$ cat src/rtl/uart_rx_core_if.sv
// Signal bundle between the UART receiver and its line/consumer side.
// The slave modport is the receiver's view; master is the environment's view.
interface uart_rx_core_if;
  logic       din;
  logic [7:0] data;
  logic       valid;
  logic       frame_err;
  logic       busy;

  modport master (output din, input data, input valid, input frame_err, input busy);
  modport slave  (input din, output data, output valid, output frame_err, output busy);
endinterface

$ cat src/rtl/uart_rx_core.sv
// 8N1 UART receiver: synchronises din, validates the start bit at its centre,
// samples data bits LSB first at their centres and strobes valid or frame_err.
module uart_rx_core #(
  parameter int CLK_FREQ = 100_000_000,
  parameter int BAUD     = 9600
) (
  input  logic          clk,
  input  logic          rst,
  uart_rx_core_if.slave rx
);

  localparam int DIV   = CLK_FREQ / BAUD;
  localparam int CNT_W = $clog2(DIV);
  localparam logic [CNT_W-1:0] HALF_M1 = CNT_W'(DIV / 2 - 1);
  localparam logic [CNT_W-1:0] FULL_M1 = CNT_W'(DIV - 1);

  typedef enum logic [2:0] {
    S_IDLE  = 3'd0,
    S_START = 3'd1,
    S_DATA  = 3'd2,
    S_STOP  = 3'd3,
    S_BREAK = 3'd4
  } state_t;

  state_t           state_q, state_d;
  logic [CNT_W-1:0] cnt_q, cnt_d;
  logic [2:0]       idx_q, idx_d;
  logic [7:0]       shift_q, shift_d;
  logic [7:0]       data_q, data_d;
  logic             valid_q, valid_d;
  logic             ferr_q, ferr_d;
  logic             busy_q;
  logic             sync1_q, sync2_q, prev_q;
  logic             din_s, fall_s;

  assign din_s  = sync2_q;
  assign fall_s = prev_q & ~sync2_q;

  // Input synchroniser and edge-detect copy; reset high so release looks like idle line
  always_ff @(posedge clk or negedge rst) begin
    if (!rst) begin
      sync1_q <= 1'b1;
      sync2_q <= 1'b1;
      prev_q  <= 1'b1;
    end else begin
      sync1_q <= rx.din;
      sync2_q <= sync1_q;
      prev_q  <= sync2_q;
    end
  end

  // Next-state and datapath decisions, all taken at mid-bit counter values
  always_comb begin
    state_d = state_q;
    cnt_d   = cnt_q + CNT_W'(1);
    idx_d   = idx_q;
    shift_d = shift_q;
    data_d  = data_q;
    valid_d = 1'b0;
    ferr_d  = 1'b0;
    case (state_q)
      S_IDLE: begin
        cnt_d = '0;
        if (fall_s) begin
          state_d = S_START;
        end else begin
          state_d = S_IDLE;
        end
      end
      S_START: begin
        if (cnt_q == HALF_M1) begin
          cnt_d = '0;
          if (!din_s) begin
            state_d = S_DATA;
            idx_d   = 3'd0;
          end else begin
            state_d = S_IDLE;
          end
        end else begin
          state_d = S_START;
        end
      end
      S_DATA: begin
        if (cnt_q == FULL_M1) begin
          cnt_d          = '0;
          shift_d[idx_q] = din_s;
          if (idx_q == 3'd7) begin
            state_d = S_STOP;
          end else begin
            idx_d = idx_q + 3'd1;
          end
        end else begin
          state_d = S_DATA;
        end
      end
      S_STOP: begin
        if (cnt_q == FULL_M1) begin
          cnt_d = '0;
          if (din_s) begin
            data_d  = shift_q;
            valid_d = 1'b1;
            state_d = S_IDLE;
          end else begin
            ferr_d  = 1'b1;
            state_d = S_BREAK;
          end
        end else begin
          state_d = S_STOP;
        end
      end
      S_BREAK: begin
        // A held-low line produces a single error; wait for it to recover
        cnt_d = '0;
        if (din_s) begin
          state_d = S_IDLE;
        end else begin
          state_d = S_BREAK;
        end
      end
      default: begin
        cnt_d   = '0;
        state_d = S_IDLE;
      end
    endcase
  end

  // State, counters and registered outputs
  always_ff @(posedge clk or negedge rst) begin
    if (!rst) begin
      state_q <= S_IDLE;
      cnt_q   <= '0;
      idx_q   <= 3'd0;
      shift_q <= 8'h00;
      data_q  <= 8'h00;
      valid_q <= 1'b0;
      ferr_q  <= 1'b0;
      busy_q  <= 1'b0;
    end else begin
      state_q <= state_d;
      cnt_q   <= cnt_d;
      idx_q   <= idx_d;
      shift_q <= shift_d;
      data_q  <= data_d;
      valid_q <= valid_d;
      ferr_q  <= ferr_d;
      busy_q  <= (state_d != S_IDLE);
    end
  end

  assign rx.data      = data_q;
  assign rx.valid     = valid_q;
  assign rx.frame_err = ferr_q;
  assign rx.busy      = busy_q;

endmodule

$ cat src/flat_wrapper.sv
// flat-port wrapper written by rule: the top's interface ports become plain ports
module uart_rx_core_flat 
#(
  parameter int CLK_FREQ = 100_000_000,
  parameter int BAUD     = 9600
)
  (clk, rst, rx_din, rx_data, rx_valid, rx_frame_err, rx_busy);
  uart_rx_core_if rx_i ();
  input  logic clk;
  input  logic rst;
  input wire logic [$bits(rx_i.din)-1:0] rx_din;
  output wire logic [$bits(rx_i.data)-1:0] rx_data;
  output wire logic [$bits(rx_i.valid)-1:0] rx_valid;
  output wire logic [$bits(rx_i.frame_err)-1:0] rx_frame_err;
  output wire logic [$bits(rx_i.busy)-1:0] rx_busy;
  assign rx_i.din = rx_din;
  assign rx_data = rx_i.data;
  assign rx_valid = rx_i.valid;
  assign rx_frame_err = rx_i.frame_err;
  assign rx_busy = rx_i.busy;
  uart_rx_core #(.CLK_FREQ(CLK_FREQ), .BAUD(BAUD)) u_core (.clk(clk), .rst(rst), .rx(rx_i));
endmodule
$ cat config.mk
export PLATFORM = sky130hd
export DESIGN_NAME = uart_rx_core_flat
export DESIGN_NICKNAME = d
export VERILOG_FILES = /design/src/rtl/uart_rx_core_if.sv /design/src/rtl/uart_rx_core.sv /design/src/flat_wrapper.sv
export SDC_FILE = /design/constraint.sdc
export NUM_CORES = 1
export LEC_CHECK = 0
export ABC_AREA = 1
export CAP_MARGIN = 0
export CORE_MARGIN = 2
export CORE_UTILIZATION = 45
export DETAILED_ROUTE_END_ITERATION = 16
export PLACE_DENSITY_LB_ADDON = 0.2
export SLEW_MARGIN = 20
export SYNTH_ARGS = -nofsm -noshare
export SYNTH_HDL_FRONTEND = slang
export SYNTH_SLANG_ARGS = --single-unit
$ cat constraint.sdc
create_clock -name clk -period 1.9 [get_ports clk]
set_clock_uncertainty 0.15 [all_clocks]
set_input_delay 0.57 -clock clk [delete_from_list [all_inputs] [get_ports clk]]
set_output_delay 0.57 -clock clk [all_outputs]
set_load 0.05 [all_outputs]
---- Word level (Yosys, flattened, before mapping) ----
Cells that the tools add are included.
word-level totals
  register bits ........................... 42
  input bits .............................. 3
  word-level logic and storage cells ...... 61
  output and inout bits ................... 11
operators by class
  equal/unequal tests ..................... 11
  reductions and logical operators ........ 8
  add/sub/neg operators ................... 2
  mux-type cells .......................... 25
  $lt $le $gt $ge ......................... 2
  bitwise operators ....................... 2
operators with widths
  cell                     count
  $mux W14                 2
  $pmux W14 S2             1
  $mux W3                  8
  $pmux W3 S5              1
  $add A14 B1 Y14 const B  1
  $eq A14 B13 Y1 const B   1
  $eq A14 B14 Y1 const B   1
  $bwmux W8                1
  $mux W1                  8
  $eq A3 B2 Y1 const B     2
  $eq A3 B3 Y1 const B     2
  $pmux W3 S2              1
  $reduce_and A5 Y1        1
  $lt A3 B4 Y1 const B     1
  $mux W2                  2
  $ne A2 B1 Y1 const B     2
  $ne A2 B2 Y1 const B     2
  $add A3 B1 Y3 const B    1
  $demux W1 S3             1
  $eq A3 B1 Y1 const B     1
  $ge A3 B1 Y1 const B     1
  $logic_not A3 Y1         1
  $reduce_and A3 Y1        1
  $reduce_bool A3 Y1       1
  6 further kinds          6

---- Depth between registers and ports, before layout ----
Gate-level depths: netlist (run 1).
  depth after elaboration ................. 5
  mapped depth ............................ 10
  gate-level depth less buffers ........... 10

---- Worst setup path after synthesis (run 1) ----
OpenSTA, ideal clock, no wires.
  path type ............................... reg-to-reg
  start point ............................. register u_core.cnt_q[0]
  end point ............................... register u_core.data_q[4] (netlist: u_core.rx.data[4])
  required time ........................... 1.631 ns
  setup time .............................. 0.119 ns
  cell stages (with the launch flop) ...... 10
  buffers on the path ..................... 1
  clock period less this slack ............ 1.602 ns
  path slack .............................. 0.298 ns
  arrival time ............................ 1.333 ns
  path through ............................ dfrtp_1 ha_1 nand3_2 nor2_2 nand2_4 nor2_4 nand2_4 buf_6 nand2_2 o21ai_2
on the way
  longest elaborated chain between the ends .. 2
ends and longest elaborated chain
  what                                line                 RTL
  from (decl)                         uart_rx_core.sv:26   logic [CNT_W-1:0] cnt_q, cnt_d;
  from (signal assigned)              uart_rx_core.sv:140  cnt_q <= cnt_d;
  $eq A14 B14 Y1                      uart_rx_core.sv:97   if (cnt_q == FULL_M1) begin
  $reduce_and A3 Y1 (no source line)  -
  to (signal assigned)                uart_rx_core.sv:143  data_q <= data_d;
  to (decl)                           uart_rx_core.sv:29   logic [7:0] data_q, data_d;
Every way passes these cells.
A chain may end at the register's enable or synchronous reset.

---- Worst setup path after layout (run 1) ----
  start point ............................. register u_core.cnt_q[0]
  end point ............................... register u_core.shift_q[3]
on the way
  longest elaborated chain between the ends .. 2
ends and longest elaborated chain
  what                                line                 RTL
  $eq A14 B14 Y1                      uart_rx_core.sv:84   if (cnt_q == FULL_M1) begin
  $reduce_and A2 Y1 (no source line)  -
  to (signal assigned)                uart_rx_core.sv:142  shift_q <= shift_d;
  to (decl)                           uart_rx_core.sv:28   logic [7:0] shift_q, shift_d;
Every way passes these cells.

==> results of run 1 <==
==> worst max-delay path, stage by stage (launching register included) <==
cell and delay (ns):
dfrtp_1 0.37, ha_1 0.25, nand3_4 0.14, inv_1 0.08
nand3_1 0.08, nor2_2 0.21, nand4_1 0.16, nand2_1 0.09
o21ai_1 0.06
==> power groups by stage <==
stage | Combinational, W | Clock (W) | Sequential, W
finish | 0.000256 | 0.000684 | 0.00104
global route | 0.000290 | 0.000744 | 0.00105
CTS | 0.000249 | 0.000705 | 0.00103
detailed placement | 0.000249 | 0 | 0.00105
global placement | 0.000244 | 0 | 0.00105
floorplan | 0.000166 | 0 | 0.00104
==> kinds of logic after synthesis <==
family / after synthesis / synth area share [%]
fa+ha+maj: 3 / 1.80
buf+inv: 44 / 8.34
flops: 42 / 50.6
compound gates: 20 / 6.00
xor+xnor: 5 / 2.10
simple gates: 137 / 31.2
==> state kept, by name, indices dropped and copies added, names as in the netlist <==
signal               cells
u_core.cnt_q            14
u_core.rx.data           8
u_core.shift_q           8
u_core.idx_q             3
u_core.state_q           3
u_core.din_s             1
u_core.prev_q            1
u_core.rx.busy           1
u_core.rx.frame_err      1
u_core.rx.valid          1
u_core.sync1_q           1
==> path summary, 6_finish.rpt <==
| kind | startpoint | to | depth (start not counted) |
|---|---|---|---|
| worst max register to register | u_core.cnt_q[0]$_DFF_PN0_ | u_core.shift_q[3]$_DFFE_PN0P_ | 8 |
| worst min register to register | u_core.sync1_q$_DFF_PN1_ | u_core.din_s$_DFF_PN1_ | 0 |
| max in group asynchronous | rst | u_core.prev_q$_DFF_PN1_ | 2 |
| worst max-delay path | u_core.cnt_q[0]$_DFF_PN0_ | u_core.shift_q[3]$_DFFE_PN0P_ | 8 |
| min in group clk | u_core.sync1_q$_DFF_PN1_ | u_core.din_s$_DFF_PN1_ | 0 |
| worst min-delay path | rst | u_core.rx.data[6]$_DFFE_PN0P_ | 2 |
==> timing repair <==
| action | in CTS | in global routing |
|---|---|---|
| resized for setup | 0 | 5 |
| buffers inserted | 0 | 0 |
| setup endpoints to repair | 0 | 17 |
==> layout by cell type, fill, tap and decap left out, types with 2 or more instances in the layout <==
cell and count:
nand4_1 8, dfrtp_1 39, o21ai_0 8, o21ai_2 4
nand2_2 5, nand2_4 2, ha_1 3, nand2_1 46
nand3_1 22, inv_2 5, clkbuf_8 5, o31ai_1 4
nor2_4 4, dfstp_2 3, o21ai_1 2, buf_12 12
xor2_1 5, nor3_2 2, a21oi_1 2, nor2_1 35
inv_1 35, nor2_2 4, nor3_1 7
==> per-layer routing <==
| metal | share of wire, % | vias to the layer above | track usage, % | wire (um) |
|---|---|---|---|---|
| met5 | 0 | - | 0 | 0 |
| met4 | 1.5 | 0 | 6.71 | 57 |
| met3 | 3.6 | 5 | 4.58 | 136 |
| met2 | 48 | 25 | 27.9 | 1810 |
| met1 | 47 | 769 | 21.1 | 1780 |
| li1 | - | 828 | - | - |
==> final cells by class <==
class | instances | share of cell area, %
multi-input combinational | 165 | 34.6
tap | 52 | 2.57
clock inverter | 2 | 1.49
inverter | 42 | 6.34
sequential | 42 | 41.7
clock buffer | 6 | 2.87
timing repair buffer | 15 | 10.4
==> through the flow <==
| step | setup WS, ns | area, sq um | hold WS, ns |
|---|---|---|---|
| after floorplan | 0.298 | 2090 | 0.124 |
| after global placement | 0.180 | 2400 | 0.196 |
| after detailed placement | 0.106 | 2400 | 0.200 |
| after CTS | 0.0932 | 2510 | 0.0935 |
| after global routing | 0.0236 | 2530 | 0.112 |
| final | 0.187 | 2530 | 0.0919 |
==> results.py, run 1 <==
metrics = {
    "clock_tree": {
        "cts-buffers-inserted": 5,
        "cts.clk_slew.worst_paths_ns": 0.08,
        "ctsRootBufferMaster": "clkbuf_8",
        "htreeDepth": 2,
        "clk_latency_ns": 0.29,
        "clock_sinks": 42,
        "cts_buffer_depth": 2,
        "cts_hold_buf": 0,
        "cts_tree": "done",
    },
    "cells_and_area": {
        "multi_input_area_sq_um": 875,
        "final_core_util_pct": 57.3,
        "diodes": 0,
        "drive_gt1_share_pct": 19.1,
        "layout.nets": 277,
        "area_delta_synth_final_pct": 21.2,
        "fillers": 378,
        "finalNonFillerCells": 324,
        "layout.area.seq_sq_um": 1050,
    },
    "power_and_ir_drop": {
        "power_density_nw_per_um2": 782,
        "power.total_w": 0.00198,
        "p_leak_nw": 1.25,
        "p_comb_share_pct": 12.9,
        "vdd_drop_max_v": 0.000518,
        "p_sw_share_pct": 26.9,
        "p_seq_share_pct": 52.5,
        "clockPowerShare_pct": 34.6,
        "p_sw_w": 0.000531,
        "p_int_w": 0.00145,
    },
    "synthesis": {
        "ys_ff_latch": 42,
        "yosysTopAreaCell": "dfrtp_1",
        "netlist.area_leader.share_pct": 46.8,
        "yosys-top-cells-area": "dfrtp_1 47%, nand2_1 8.6%, inv_1 6.3%, nor2_1 6.3%, nand3_1 5.3%",
        "syn_inst": 251,
        "ys_warn_count": 0,
        "async_flop_share_pct": 100,
        "synthesis.area_sq_um": 2090,
        "syn_area_per_cell_sq_um": 8.31,
        "synth_edf_count": 0,
        "synth.distinct_cells": 26,
        "seq_area_frac_synth_pct": 50.6,
        "syn-num-nets": 257,
        "yosysMostFrequentCell": "nand2_1",
        "ys.flop_type": "dfrtp_1",
        "yosys-top-cells-count": "48 x nand2_1, 39 x dfrtp_1, 35 x inv_1, 35 x nor2_1, 22 x nand3_1",
    },
    "floorplan": {
        "die_w_um": 72.1,
        "die_y_um": 72.1,
        "ios": 14,
        "die_area_sq_um": 5200,
        "initial_core_util_pct": 47.3,
        "coreArea_sq_um": 4410,
        "row_count": 24,
    },
    "run": {
        "drv_cap": 0,
    },
    "global_route": {
        "grt_max_degree": 43,
        "grt_pass1_wl_mm": 6.85,
        "grt_pass1_vias": 1528,
        "overflow": 0,
        "antenna_found_initial": 0,
        "grt_use_total_pct": 16.9,
    },
    "detailed_routing": {
        "wl_per_cell_um": 11.7,
        "vias": 1627,
        "wirelength_mm": 3.79,
        "drc": 0,
        "via_per_inst": 5.02,
        "drt_iter0_markers": 87,
        "drtAntennaViolNets": 0,
        "dr.pass1.iters": 4,
    },
    "timing": {
        "tns_ns": 0,
        "report.final.slew_viol_count": 0,
        "fin_crit_sh_pct": 90.1,
        "min_period_ns": 1.71,
        "relSlewSlack_pct": 75.9,
        "final-setup-viol-count": 0,
        "tightest_slew_ns": 0.358,
        "hold_viol": 0,
        "fmax_ghz": 0.584,
        "rsz0062_at_grt": "no",
    },
    "critical_path": {
        "arrival_ns": 1.74,
        "rrSetupSlack_ns": 0.19,
        "critPathKind": "reg2reg",
        "end_kind": "register",
        "worstPathRequired_ns": 1.93,
        "crit_fanout": 5,
        "critPathLaunchType": "register",
    },
    "placement": {
        "io_buffers": 13,
        "dp_hpwl_mm": 2.87,
        "gp_congestion": 0.822,
        "dp_cells": 316,
    },
    "min_path": {
        "worstHoldPathType": "in2async",
    },
    "status": {
        "status": "finished clean",
    },
}
(Power assumes the default switching activity.)
==> run 2: changes to the inputs <==
clock period = 2.1 ns   (was 1.9 ns; I/O delays follow)
==> run 2 against run 1 <==
  * Via count is 3.3% lower
  * Maximum frequency decreased by 3.2%
  * Combinational power is 18% lower
  * Critical endpoint is now u_core.cnt_q[2]$_DFF_PN0_
  * Critical path type unchanged
  * Sequential power shrank 10%
  * Die area did not move
  * Routed wire length is 2.0% lower
  * Non-clock buffer count down 1
  * Design area decreased by 5.7%
  * Largest power group unchanged
  * Register-to-register slack better by 0.14 ns
  * Largest cell class unchanged
==> results.py, run 2 (synthesis gave the netlist of run 1 again) <==
metrics = {
    "status": {
        "status": "finished clean",
    },
    "floorplan": {
        "die_w_um": 72.1,
        "coreArea_sq_um": 4410,
        "initial_core_util_pct": 47.3,
        "ios": 14,
        "row_count": 24,
        "die_y_um": 72.1,
        "die_area_sq_um": 5200,
    },
    "critical_path": {
        "rrSetupSlack_ns": 0.33,
        "critPathLaunchType": "register",
        "reg2reg_to": "u_core.cnt_q[2]$_DFF_PN0_",
        "arrival_ns": 1.80,
        "crit_fanout": 9,
        "r2r_start": "u_core.cnt_q[0]$_DFF_PN0_",
        "critPathKind": "reg2reg",
        "r2r_cells": 8,
        "end_kind": "register",
        "worstPathRequired_ns": 2.13,
    },
    "placement": {
        "dp_hpwl_mm": 2.74,
        "dp_cells": 315,
        "io_buffers": 13,
        "gp_congestion": 0.827,
    },
    "power_and_ir_drop": {
        "p_comb_share_pct": 10.9,
        "p_sw_share_pct": 24.8,
        "p_sw_w": 0.000478,
        "power_density_nw_per_um2": 808,
        "p_leak_nw": 1.22,
        "clockPowerShare_pct": 40.6,
        "vdd_drop_max_v": 0.000316,
        "p_int_w": 0.00145,
        "p_seq_share_pct": 48.4,
    },
    "min_path": {
        "hp-start": "u_core.sync1_q$_DFF_PN1_",
        "holdPathEnd": "u_core.din_s$_DFF_PN1_",
        "hold_depth": 0,
        "worstHoldPathType": "reg2reg",
    },
    "timing": {
        "final-setup-viol-count": 0,
        "hold_viol": 0,
        "relSlewSlack_pct": 64.7,
        "tns_ns": 0,
        "min_period_ns": 1.77,
        "fin_crit_sh_pct": 84.3,
        "tightest_slew_ns": 0.530,
        "fmax_ghz": 0.565,
        "report.final.slew_viol_count": 0,
        "rsz0062_at_grt": "no",
    },
    "clock_tree": {
        "cts_setup_buffers": 0,
        "cts_buffer_depth": 2,
        "cts_tree": "done",
        "cts.clk_slew.worst_paths_ns": 0.08,
        "ctsRootBufferMaster": "clkbuf_8",
        "htreeDepth": 2,
        "cts-buffers-inserted": 5,
        "post_cts_resized": 0,
        "clk_latency_ns": 0.30,
        "cts_hold_buf": 0,
        "clock_sinks": 42,
    },
    "detailed_routing": {
        "drtAntennaViolNets": 0,
        "drt_iter0_markers": 69,
        "vias": 1574,
        "dr.pass1.iters": 4,
        "wl_per_cell_um": 11.5,
        "drc": 0,
        "wirelength_mm": 3.71,
        "via_per_inst": 4.87,
    },
    "cells_and_area": {
        "regMostFlops": "u_core.cnt_q",
        "layout.nets": 276,
        "area_delta_synth_final_pct": 14.2,
        "diodes": 0,
        "layout_commonest_cell": "nand2_1",
        "layout_common_cells": "48 x nand2_1, 39 x dfrtp_1, 35 x inv_1, 35 x nor2_1, 22 x nand3_1",
        "largest_reg_flops": 14,
        "finalNonFillerCells": 323,
        "drive_gt1_share_pct": 18.5,
    },
    "global_route": {
        "antenna_found_initial": 0,
        "grt_pass1_vias": 1503,
        "grt_max_degree": 43,
        "grt_pass1_wl_mm": 6.64,
        "overflow": 0,
        "grt_use_total_pct": 16.4,
    },
    "run": {
        "drv_cap": 0,
    },
}
## run 2: worst max-delay path by stage
stage | startpoint | to | slack [ns] | cells past startpoint
3_5_place_dp | u_core.cnt_q[0]$_DFF_PN0_ | u_core.cnt_q[8]$_DFF_PN0_ | 0.33 | 8
6_report | u_core.cnt_q[0]$_DFF_PN0_ | u_core.cnt_q[2]$_DFF_PN0_ | 0.33 | 8
2_1_floorplan | u_core.cnt_q[0]$_DFF_PN0_ | u_core.rx.data[4]$_DFFE_PN0P_ | 0.50 | 9
3_3_place_gp | u_core.cnt_q[0]$_DFF_PN0_ | u_core.cnt_q[10]$_DFF_PN0_ | 0.37 | 8
5_1_grt | u_core.cnt_q[0]$_DFF_PN0_ | u_core.cnt_q[8]$_DFF_PN0_ | 0.18 | 8
4_1_cts | u_core.cnt_q[0]$_DFF_PN0_ | u_core.cnt_q[0]$_DFF_PN0_ | 0.33 | 8
## run 2: final cells by class
class                   count  area (sq um)
fillers                   397          2030
flip-flops and latches     42          1050
multi-input cells         165           857
inverters                  42           158
repair buffers             14           105
clock buffers               6          82.6
well taps                  52          65.1
clock inverters             2          60.1
## run 2: critical path, cell delays in order, from the launching register on
cell and delay [ns]:
dfrtp_1 0.39, ha_1 0.22, nand3_2 0.16, nor2_2 0.21, nand2_4 0.09, nand2_1 0.06, nand2_1 0.14, inv_2 0.19
nor3_1 0.07
## run 2: metal layers
metal	vias up	share of wire [%]	track usage [%]
met5	-	0	0
met4	0	0.94	5.45
met3	5	3.0	5.00
met2	15	45	26.1
met1	723	51	21.4
li1	831	-	-
## run 2: power by group through the flow
stage / Sequential (W) / Combinational [W] / Clock (W)
detailed placement: 0.000945 / 0.000214 / 0
global route: 0.000941 / 0.000244 / 0.000837
CTS: 0.000931 / 0.000214 / 0.000797
floorplan: 0.000939 / 0.000150 / 0
finish: 0.000932 / 0.000211 / 0.000782
global placement: 0.000945 / 0.000211 / 0
## run 2: through the flow
stage                     utilization [%]  cell area (sq um)  hold WS [ns]  setup slack [ns]  total power [W]
after floorplan                         -               2090         0.184             0.498          0.00109
after global placement               50.7               2240         0.196             0.366          0.00116
after detailed placement             50.7               2240         0.198             0.334          0.00116
after CTS                            54.0               2380         0.210             0.330          0.00194
after global routing                 54.0               2380         0.218             0.183          0.00202
final                                54.0               2380         0.210             0.330          0.00192
==> run 3: changes to the inputs <==
clock period = 1.7 ns   (was 2.1 ns; I/O delays follow)
==> run 3 against run 2 <==
  * Global-route usage rose by 0.62 points
  * Sequential power rose by 26%
  * Sequential share of layout area fell by 4.1 points
  * Combinational power rose by 71%
  * Power rose by 19%
  * Non-clock buffer count rose by 5
  * Critical path depth did not move
  * Hold slack got worse by 0.18 ns
  * Register-to-register slack got worse by 0.26 ns
  * Largest power group unchanged
==> results.py, run 3 (synthesis gave the netlist of run 1 again) <==
metrics = {
    "status": {
        "status": "finished clean",
    },
    "placement": {
        "dp_cells": 320,
        "io_buffers": 13,
        "dp_hpwl_mm": 2.88,
        "gp_congestion": 0.861,
        "post-place-ws_ns": -0.0392,
    },
    "cells_and_area": {
        "regMostFlops": "u_core.cnt_q",
        "finalNonFillerCells": 329,
        "largest_reg_flops": 14,
        "layout_common_cells": "46 x nand2_1, 38 x dfrtp_1, 33 x inv_1",
        "area_delta_synth_final_pct": 26.0,
        "diodes": 0,
        "layout_commonest_cell": "nand2_1",
        "drive_gt1_share_pct": 24.2,
        "layout.nets": 282,
    },
    "critical_path": {
        "cp-startpoint": "u_core.cnt_q[0]$_DFF_PN0_",
        "crit_fanout": 5,
        "critPathLaunchType": "register",
        "cpLargestDelayFamily": "simple AND/OR/NAND/NOR gates",
        "max_stage_delay_ns": 0.40,
        "slowest_stage": "dfrtp_1",
        "worstPathRequired_ns": 1.72,
        "r2r_cells": 8,
        "reg2reg_to": "u_core.shift_q[7]$_DFFE_PN0P_",
        "timing.critical_path.to": "u_core.shift_q[7]$_DFFE_PN0P_",
        "worstSetupPathDepth": 8,
        "critPathKind": "reg2reg",
        "arrival_ns": 1.65,
        "r2r_start": "u_core.cnt_q[0]$_DFF_PN0_",
        "worstPathCellList": "ha_4 > nand3_4 > inv_1 > nand3_1 > nor2_4 > nand4_1 > nand2_1 > o21ai_1",
        "path_buf_inv": 1,
        "rrSetupSlack_ns": 0.07,
        "end_kind": "register",
    },
    "power_and_ir_drop": {
        "p_seq_share_pct": 50.8,
        "p_sw_w": 0.000640,
        "p_leak_nw": 1.27,
        "p_sw_share_pct": 27.9,
        "p_comb_share_pct": 15.6,
        "clockPowerShare_pct": 33.6,
        "vdd_drop_max_v": 0.000522,
        "power_density_nw_per_um2": 874,
        "p_int_w": 0.00166,
    },
    "detailed_routing": {
        "wirelength_mm": 3.98,
        "via_per_inst": 4.96,
        "drtAntennaViolNets": 0,
        "wl_per_cell_um": 12.1,
        "drc": 0,
        "dr.pass1.iters": 4,
        "drt_iter0_markers": 50,
        "vias": 1633,
    },
    "global_route": {
        "grt_pass1_vias": 1532,
        "grt_use_total_pct": 17.0,
        "overflow": 0,
        "grt_pass1_wl_mm": 6.89,
        "grt_max_degree": 43,
        "antenna_found_initial": 0,
    },
    "clock_tree": {
        "cts_setup_buffers": 0,
        "clock_sinks": 42,
        "cts-buffers-inserted": 5,
        "htreeDepth": 2,
        "cts_tree": "done",
        "clk_latency_ns": 0.29,
        "ctsRootBufferMaster": "clkbuf_8",
        "cts.clk_slew.worst_paths_ns": 0.08,
        "cts_buffer_depth": 2,
    },
    "timing": {
        "relSlewSlack_pct": 77.1,
        "holdWs_ns": 0.0344,
        "rsz0062_at_grt": "yes",
        "final-setup-viol-count": 0,
        "fin_ws_ns": 0.0692,
        "report.final.slew_viol_count": 0,
        "fmax_ghz": 0.613,
        "hold_viol": 0,
        "tightest_slew_ns": 0.341,
        "min_period_ns": 1.63,
        "fin_crit_sh_pct": 95.9,
    },
    "floorplan": {
        "die_y_um": 72.1,
        "coreArea_sq_um": 4410,
        "initial_core_util_pct": 47.3,
        "row_count": 24,
        "ios": 14,
        "die_w_um": 72.1,
        "die_area_sq_um": 5200,
    },
    "min_path": {
        "worstHoldPathType": "in2async",
    },
    "run": {
        "drv_cap": 0,
    },
}
[run 3: how the worst min path moves through the flow]
stage | startpoint | to
floorplan | rst | u_core.cnt_q[0]$_DFF_PN0_
global placement | u_core.sync1_q$_DFF_PN1_ | u_core.din_s$_DFF_PN1_
detailed placement | u_core.sync1_q$_DFF_PN1_ | u_core.din_s$_DFF_PN1_
CTS | rst | u_core.cnt_q[1]$_DFF_PN0_
global route | rst | u_core.cnt_q[5]$_DFF_PN0_
finish | rst | u_core.rx.data[4]$_DFFE_PN0P_
[run 3: layout make-up]
class / count / area [sq um]
clock buffers: 6 / 72.6
fillers: 391 / 1790
multi-input cells: 165 / 935
inverters: 42 / 163
well taps: 52 / 65.1
clock inverters: 2 / 37.5
flip-flops and latches: 42 / 1060
repair buffers: 19 / 293
repair inverters: 1 / 7.51
[run 3: stage by stage]
stage | power, W | util, % | TNS [ns] | instance area [sq um]
after global placement | 0.00145 | 55.0 | -0.0375 | 2430
after detailed placement | 0.00146 | 55.0 | -0.204 | 2430
after floorplan | 0.00135 | - | 0 | 2090
final | 0.00230 | 59.6 | 0 | 2630
after CTS | 0.00225 | 57.7 | -0.00169 | 2550
after global routing | 0.00242 | 59.6 | -0.425 | 2630
[run 3: routing by layer]
metal  routed length, um  up-vias  global-route usage (%)
met1                1850      759                    22.4
li1                    -      847                       -
met2                1970       22                    28.1
met5                   0        -                       0
met4                  46        0                    4.82
met3                 120        5                    4.17
[run 3: timing repair]
item / in CTS / in global routing
cloned: 1 / 0
pin swaps: 0 / 6
hold buffers: 0 / 0
resized for setup: 2 / 22
endpoints found under the setup margin: 10 / 36
[run 3: power by group through the flow]
stage               clock network (W)  registers (W)  logic, W
floorplan                           0        0.00116  0.000185
global placement                    0        0.00116  0.000294
detailed placement                  0        0.00116  0.000302
CTS                          0.000793        0.00115  0.000311
global route                 0.000831        0.00118  0.000413
finish                       0.000771        0.00117  0.000360
